===== src/rtl/alu_sequencer.sv =====
// Four-step ALU instruction sequencer: reads rb then rc from the register file,
// drives the external ALU, then writes the result back (or updates HI/LO for
// MUL/DIV) and signals completion with a one-cycle done pulse.
module alu_sequencer #(
  parameter logic [4:0] ADD_OP  = 5'b00011,
  parameter logic [4:0] SUB_OP  = 5'b00100,
  parameter logic [4:0] SHR_OP  = 5'b00101,
  parameter logic [4:0] SHRA_OP = 5'b00110,
  parameter logic [4:0] SHL_OP  = 5'b00111,
  parameter logic [4:0] ROR_OP  = 5'b01000,
  parameter logic [4:0] ROL_OP  = 5'b01001,
  parameter logic [4:0] AND_OP  = 5'b01010,
  parameter logic [4:0] OR_OP   = 5'b01011,
  parameter logic [4:0] MUL_OP  = 5'b01110,
  parameter logic [4:0] DIV_OP  = 5'b01111,
  parameter logic [4:0] NEG_OP  = 5'b10000,
  parameter logic [4:0] NOT_OP  = 5'b10001
) (
  input  logic        clock,
  input  logic        clear,
  input  logic        start,
  input  logic [31:0] ir,
  output logic [3:0]  rf_raddr,
  input  logic [31:0] rf_rdata,
  output logic        rf_we,
  output logic [3:0]  rf_waddr,
  output logic [31:0] rf_wdata,
  output logic [31:0] alu_a,
  output logic [31:0] alu_b,
  output logic [4:0]  alu_opcode,
  input  logic [31:0] alu_result,
  input  logic [31:0] alu_hi,
  input  logic [31:0] alu_lo,
  output logic [31:0] hi_q,
  output logic [31:0] lo_q,
  output logic        busy,
  output logic        done,
  output logic        illegal
);

  typedef enum logic [2:0] {StIdle, StT1, StT2, StT3, StT4} state_e;

  state_e      state_q;
  // Only opcode/ra/rb/rc are kept; the low 15 instruction bits are never used.
  logic [16:0] ir_q;
  logic [31:0] y_q, z_q, zhi_q, zlo_q;
  logic        is_legal, is_muldiv;
  logic        unused_ir_low;

  assign unused_ir_low = ^ir[14:0];

  // Opcode classification of the latched instruction.
  always_comb begin
    is_muldiv = (ir_q[16:12] == MUL_OP) || (ir_q[16:12] == DIV_OP);
    is_legal  = ir_q[16:12] inside {ADD_OP, SUB_OP, SHR_OP, SHRA_OP, SHL_OP, ROR_OP, ROL_OP,
                                    AND_OP, OR_OP, MUL_OP, DIV_OP, NEG_OP, NOT_OP};
  end

  // Register-file and ALU drive; everything is zero outside its active step.
  always_comb begin
    rf_raddr   = '0;
    alu_a      = '0;
    alu_b      = '0;
    alu_opcode = '0;
    rf_we      = 1'b0;
    rf_waddr   = '0;
    rf_wdata   = '0;
    unique case (state_q)
      StT1: rf_raddr = ir_q[7:4];
      StT2: begin
        rf_raddr   = ir_q[3:0];
        alu_a      = y_q;
        alu_b      = rf_rdata;
        alu_opcode = ir_q[16:12];
      end
      StT3: begin
        if (is_legal && !is_muldiv) begin
          rf_we    = 1'b1;
          rf_waddr = ir_q[11:8];
          rf_wdata = z_q;
        end
      end
      default: ;
    endcase
  end

  // Sequencer state, operand/result latches, HI/LO and status pulses.
  always_ff @(posedge clock or negedge clear) begin
    if (!clear) begin
      state_q <= StIdle;
      ir_q    <= '0;
      y_q     <= '0;
      z_q     <= '0;
      zhi_q   <= '0;
      zlo_q   <= '0;
      hi_q    <= '0;
      lo_q    <= '0;
      busy    <= 1'b0;
      done    <= 1'b0;
      illegal <= 1'b0;
    end else begin
      unique case (state_q)
        StIdle: begin
          done    <= 1'b0;
          illegal <= 1'b0;
          if (start) begin
            ir_q    <= ir[31:15];
            busy    <= 1'b1;
            state_q <= StT1;
          end
        end
        StT1: begin
          y_q     <= rf_rdata;
          state_q <= StT2;
        end
        StT2: begin
          z_q     <= alu_result;
          zhi_q   <= alu_hi;
          zlo_q   <= alu_lo;
          state_q <= StT3;
        end
        StT3: begin
          if (is_muldiv) begin
            hi_q <= zhi_q;
            lo_q <= zlo_q;
          end
          done    <= 1'b1;
          illegal <= !is_legal;
          state_q <= StT4;
        end
        StT4: begin
          done    <= 1'b0;
          illegal <= 1'b0;
          busy    <= 1'b0;
          state_q <= StIdle;
        end
        default: state_q <= StIdle;
      endcase
    end
  end

endmodule

===== config.mk =====
export PLATFORM = sky130hd
export DESIGN_NAME = alu_sequencer
export DESIGN_NICKNAME = d
export VERILOG_FILES = /design/src/rtl/alu_sequencer.sv
export SDC_FILE = /design/constraint.sdc
export NUM_CORES = 1
export LEC_CHECK = 0
export BUFFER_PORTS_ARGS = -buffer_cell sky130_fd_sc_hd__buf_2
export CELL_PAD_IN_SITES_DETAIL_PLACEMENT = 0
export CELL_PAD_IN_SITES_GLOBAL_PLACEMENT = 1
export CORE_ASPECT_RATIO = 0.6
export CORE_MARGIN = 5
export CORE_UTILIZATION = 42
export CTS_BUF_LIST = sky130_fd_sc_hd__clkbuf_16
export CTS_CLUSTER_SIZE = 10
export DETAILED_ROUTE_END_ITERATION = 8
export GPL_TIMING_DRIVEN = 0
export PLACE_DENSITY = 0.93
export SLEW_MARGIN = 20
export SYNTH_ARGS = -nofsm -noshare
export SYNTH_HDL_FRONTEND = slang
export SYNTH_SLANG_ARGS = --single-unit
export TNS_END_PERCENT = 20

===== constraint.sdc =====
create_clock -name clock -period 2.5 [get_ports clock]
set_clock_uncertainty 0.05 [all_clocks]
set_input_delay 0.25 -clock clock [delete_from_list [all_inputs] [get_ports clock]]
set_output_delay 0.25 -clock clock [all_outputs]
set_load 0.01 [all_outputs]

==> flow_metrics.py <==
metrics = {
    "die": {
        "core-area_um2": 20900,
        "initial_utilization_pct": 42.5,
        "die-area_um2": 24200,
        "die_x_um": 198,
        "rows": 41,
        "die-height_um": 123,
        "ioPinCount": 340,
    },
    "power_and_ir_drop": {
        "p_total_mw": 14.6,
        "p_sw_mw": 4.59,
        "combinationalPowerShare_pct": 38.2,
        "cellPowerDensity_nw_per_um2": 1110,
        "leakage_nw": 6.63,
        "pwr-share-seq_pct": 40.3,
        "pwr-share-clk_pct": 21.5,
        "ir_drop_v": 0.000698,
        "switching_share_pct": 31.4,
        "p_int_mw": 10.0,
    },
    "place": {
        "dpl-instance-area_um2": 10900,
        "place_ws_ps": 78.1,
        "place_hpwl_mm": 16.8,
        "dp.cells": 1203,
        "portBuffers": 324,
        "gp_congestion": 0.758,
    },
    "timing": {
        "fin_ws_ps": 115,
        "min_period_ps": 2380,
        "min_period_over_period_pct": 95.4,
        "worst_slew_pin_slew_ps": 609,
        "finalSetupTns_ps": 0,
        "max_freq_mhz": 419,
        "drv_slew": 0,
        "holdWs_ps": 246,
        "relSlewSlack_pct": 59.4,
        "hold_viol": 0,
        "setup_viol": 0,
    },
    "critical_path": {
        "cp_slowest_cell": "dfrtp_2",
        "path_max_fanout": 10,
        "cp-endpoint": "alu_opcode[1]",
        "r2r_setup_slack_ps": 620,
        "startpoint_type": "register",
        "path_depth": 6,
        "required_ps": 2200,
        "max_stage_delay_ps": 450,
        "path_cells": "nand2b_2 -> nor2_4 -> buf_6 -> clkbuf_2 -> and2_1 -> buf_2",
        "r2r.worst_path.cells": 5,
        "path_class": "reg2out",
        "critPathLaunch": "state_q[2]$_DFFE_PN0P_",
        "path_buf_inv": 3,
        "crit_family": "simple AND/OR/NAND/NOR gates",
        "r2r-end": "zlo_q[22]$_DFFE_PN0N_",
        "r2r_start": "state_q[2]$_DFFE_PN0P_",
        "end_kind": "output port",
        "arrival_ps": 2080,
    },
    "job": {
        "drv_cap": 0,
    },
    "global_route": {
        "first_global_vias": 7360,
        "antenna_found_initial": 1,
        "grt.overflow.total": 0,
        "grt_max_degree": 81,
        "gr-usage-all-layers_pct": 20.7,
        "grt_pass1_wl_mm": 40.1,
    },
    "routing": {
        "drtIter0Drc": 182,
        "firstDrtPassIters": 4,
        "vias": 6585,
        "drt-total-wl_mm": 25.0,
        "route.detailed.drc": 0,
        "routedWlPerCell_um": 18.1,
        "ant_nets": 0,
        "vias_per_cell": 4.77,
    },
    "cts": {
        "cts_buffer_depth": 3,
        "cts_tree": "built",
        "numCtsBuffers": 25,
        "root_buffer": "clkbuf_16",
        "cts_max_level": 1,
        "worstSkewPairLatency_ps": 500,
        "cts.sinks": 215,
        "clk_pin_slew_worst_paths_ps": 60,
    },
    "yosys": {
        "synthTopCellsByCount": "dfrtp_1 (215), mux2_2 (200), and2_1 (105)",
        "yosysSeqAreaShare_pct": 60.7,
        "yosys.cell_types.count": 30,
        "syn_area_um2": 8870,
        "syn_nets": 761,
        "postSynth.asyncResetShare_pct": 100,
        "synth_top_area_cell": "dfrtp_1",
        "synth-edff-count": 0,
        "yosysWarnings": 0,
        "yosysMostFrequentCell": "dfrtp_1",
        "ys_seq_elements": 215,
        "synthTopCellsByArea": "dfrtp_1 (61%), mux2_2 (25%), and2_1 (7.4%), buf_6 (1.1%), mux2_1 (1.1%)",
        "syn_inst": 598,
        "synth_area_per_cell_um2": 14.8,
        "synthFlopType": "dfrtp_1",
        "netlist.area_leader.share_pct": 60.7,
    },
    "cells_and_area": {
        "regArea_um2": 5380,
        "syn_to_final_growth_pct": 48.4,
        "finish.utilization_pct": 63.0,
        "nFillCells": 1539,
        "multi_input_comb_area_um2": 3290,
        "fin_area_um2": 13200,
        "drive_above_1_share_pct": 54.7,
        "finalNetCount": 1264,
        "finalNonFillerCells": 1381,
    },
    "status": {
        "outcome": "complete, no violations",
    },
    "worst_hold_path": {
        "hold_class": "in2async",
    },
}
## per-layer routing
metal / vias up / GRT usage (%) / part of all wire, %
met3: 47 / 5.27 / 7.7
met5: - / 0 / 0
met4: 0 / 5.42 / 2.6
met2: 227 / 34.9 / 48
met1: 3262 / 26.9 / 42
li1: 3049 / - / -
## kinds of logic after synthesis
family                 after synthesis  share of synthesized area, %
AOI/OAI and AO/OA                   12                         0.917
buffers and inverters               35                          2.72
DFF                                215                          60.7
muxes                              209                          26.5
and+or+nand+nor                    127                          9.16
## state kept, by name, indices dropped and copies added (netlist names)
signal   count
busy         1
done         1
hi_q        32
illegal      1
ir_q        17
lo_q        32
state_q      3
y_q         32
z_q         32
zhi_q       32
zlo_q       32
## layout make-up
cell class	count	share of cell area, %
sequential	215	40.9
antenna	1	0.0190
timing repair buffer	477	24.4
tap	279	2.65
inverter	2	0.0570
clock inverter	2	0.257
buffer	32	1.98
clock buffer	25	4.75
multi-input combinational	348	25.0
## power by group through the flow
stage / sequential, mW / clock [mW] / combinational (mW)
2_1_floorplan: 5.82 / 0 / 3.40
3_3_place_gp: 5.79 / 0 / 5.13
3_5_place_dp: 5.89 / 0 / 5.26
4_1_cts: 5.85 / 3.23 / 5.56
5_1_grt: 6.09 / 3.38 / 6.08
6_report: 5.89 / 3.14 / 5.58
## what timing repair did
action	4_1_cts	5_1_grt
hold endpoints to repair	225	0
gates resized for setup	11	16
hold buffers	147	0
buffers inserted	4	0
pin swaps	2	2
endpoints found under the setup margin	109	104
## worst min-delay path by stage
stage / start / to / cells after the start
finish: clear / y_q[20]$_DFFE_PN0N_ / 2
global route: clear / y_q[20]$_DFFE_PN0N_ / 2
CTS: clear / y_q[10]$_DFFE_PN0N_ / 2
detailed placement: clear / y_q[20]$_DFFE_PN0N_ / 1
global placement: lo_q[29]$_DFFE_PN0P_ / lo_q[29]$_DFFE_PN0P_ / 1
floorplan: clear / busy$_DFFE_PN0P_ / 0
## placed cells by master (no fill, tap or decap), types with 2 or more instances in the layout
| master | count |
|---|---|
| a21oi_1 | 2 |
| a22o_1 | 4 |
| and2_1 | 105 |
| buf_12 | 2 |
| buf_16 | 2 |
| buf_2 | 329 |
| buf_4 | 13 |
| buf_6 | 10 |
| clkbuf_16 | 25 |
| clkbuf_4 | 4 |
| dfrtp_1 | 212 |
| dfrtp_2 | 3 |
| dlygate4sd3_1 | 147 |
| inv_1 | 3 |
| mux2_1 | 9 |
| mux2_2 | 200 |
| nand2_1 | 4 |
| nor2_1 | 2 |
| nor2_4 | 2 |
| nor3_1 | 2 |
| o21ai_0 | 2 |
No activity file was read; power rests on OpenSTA's default activity.
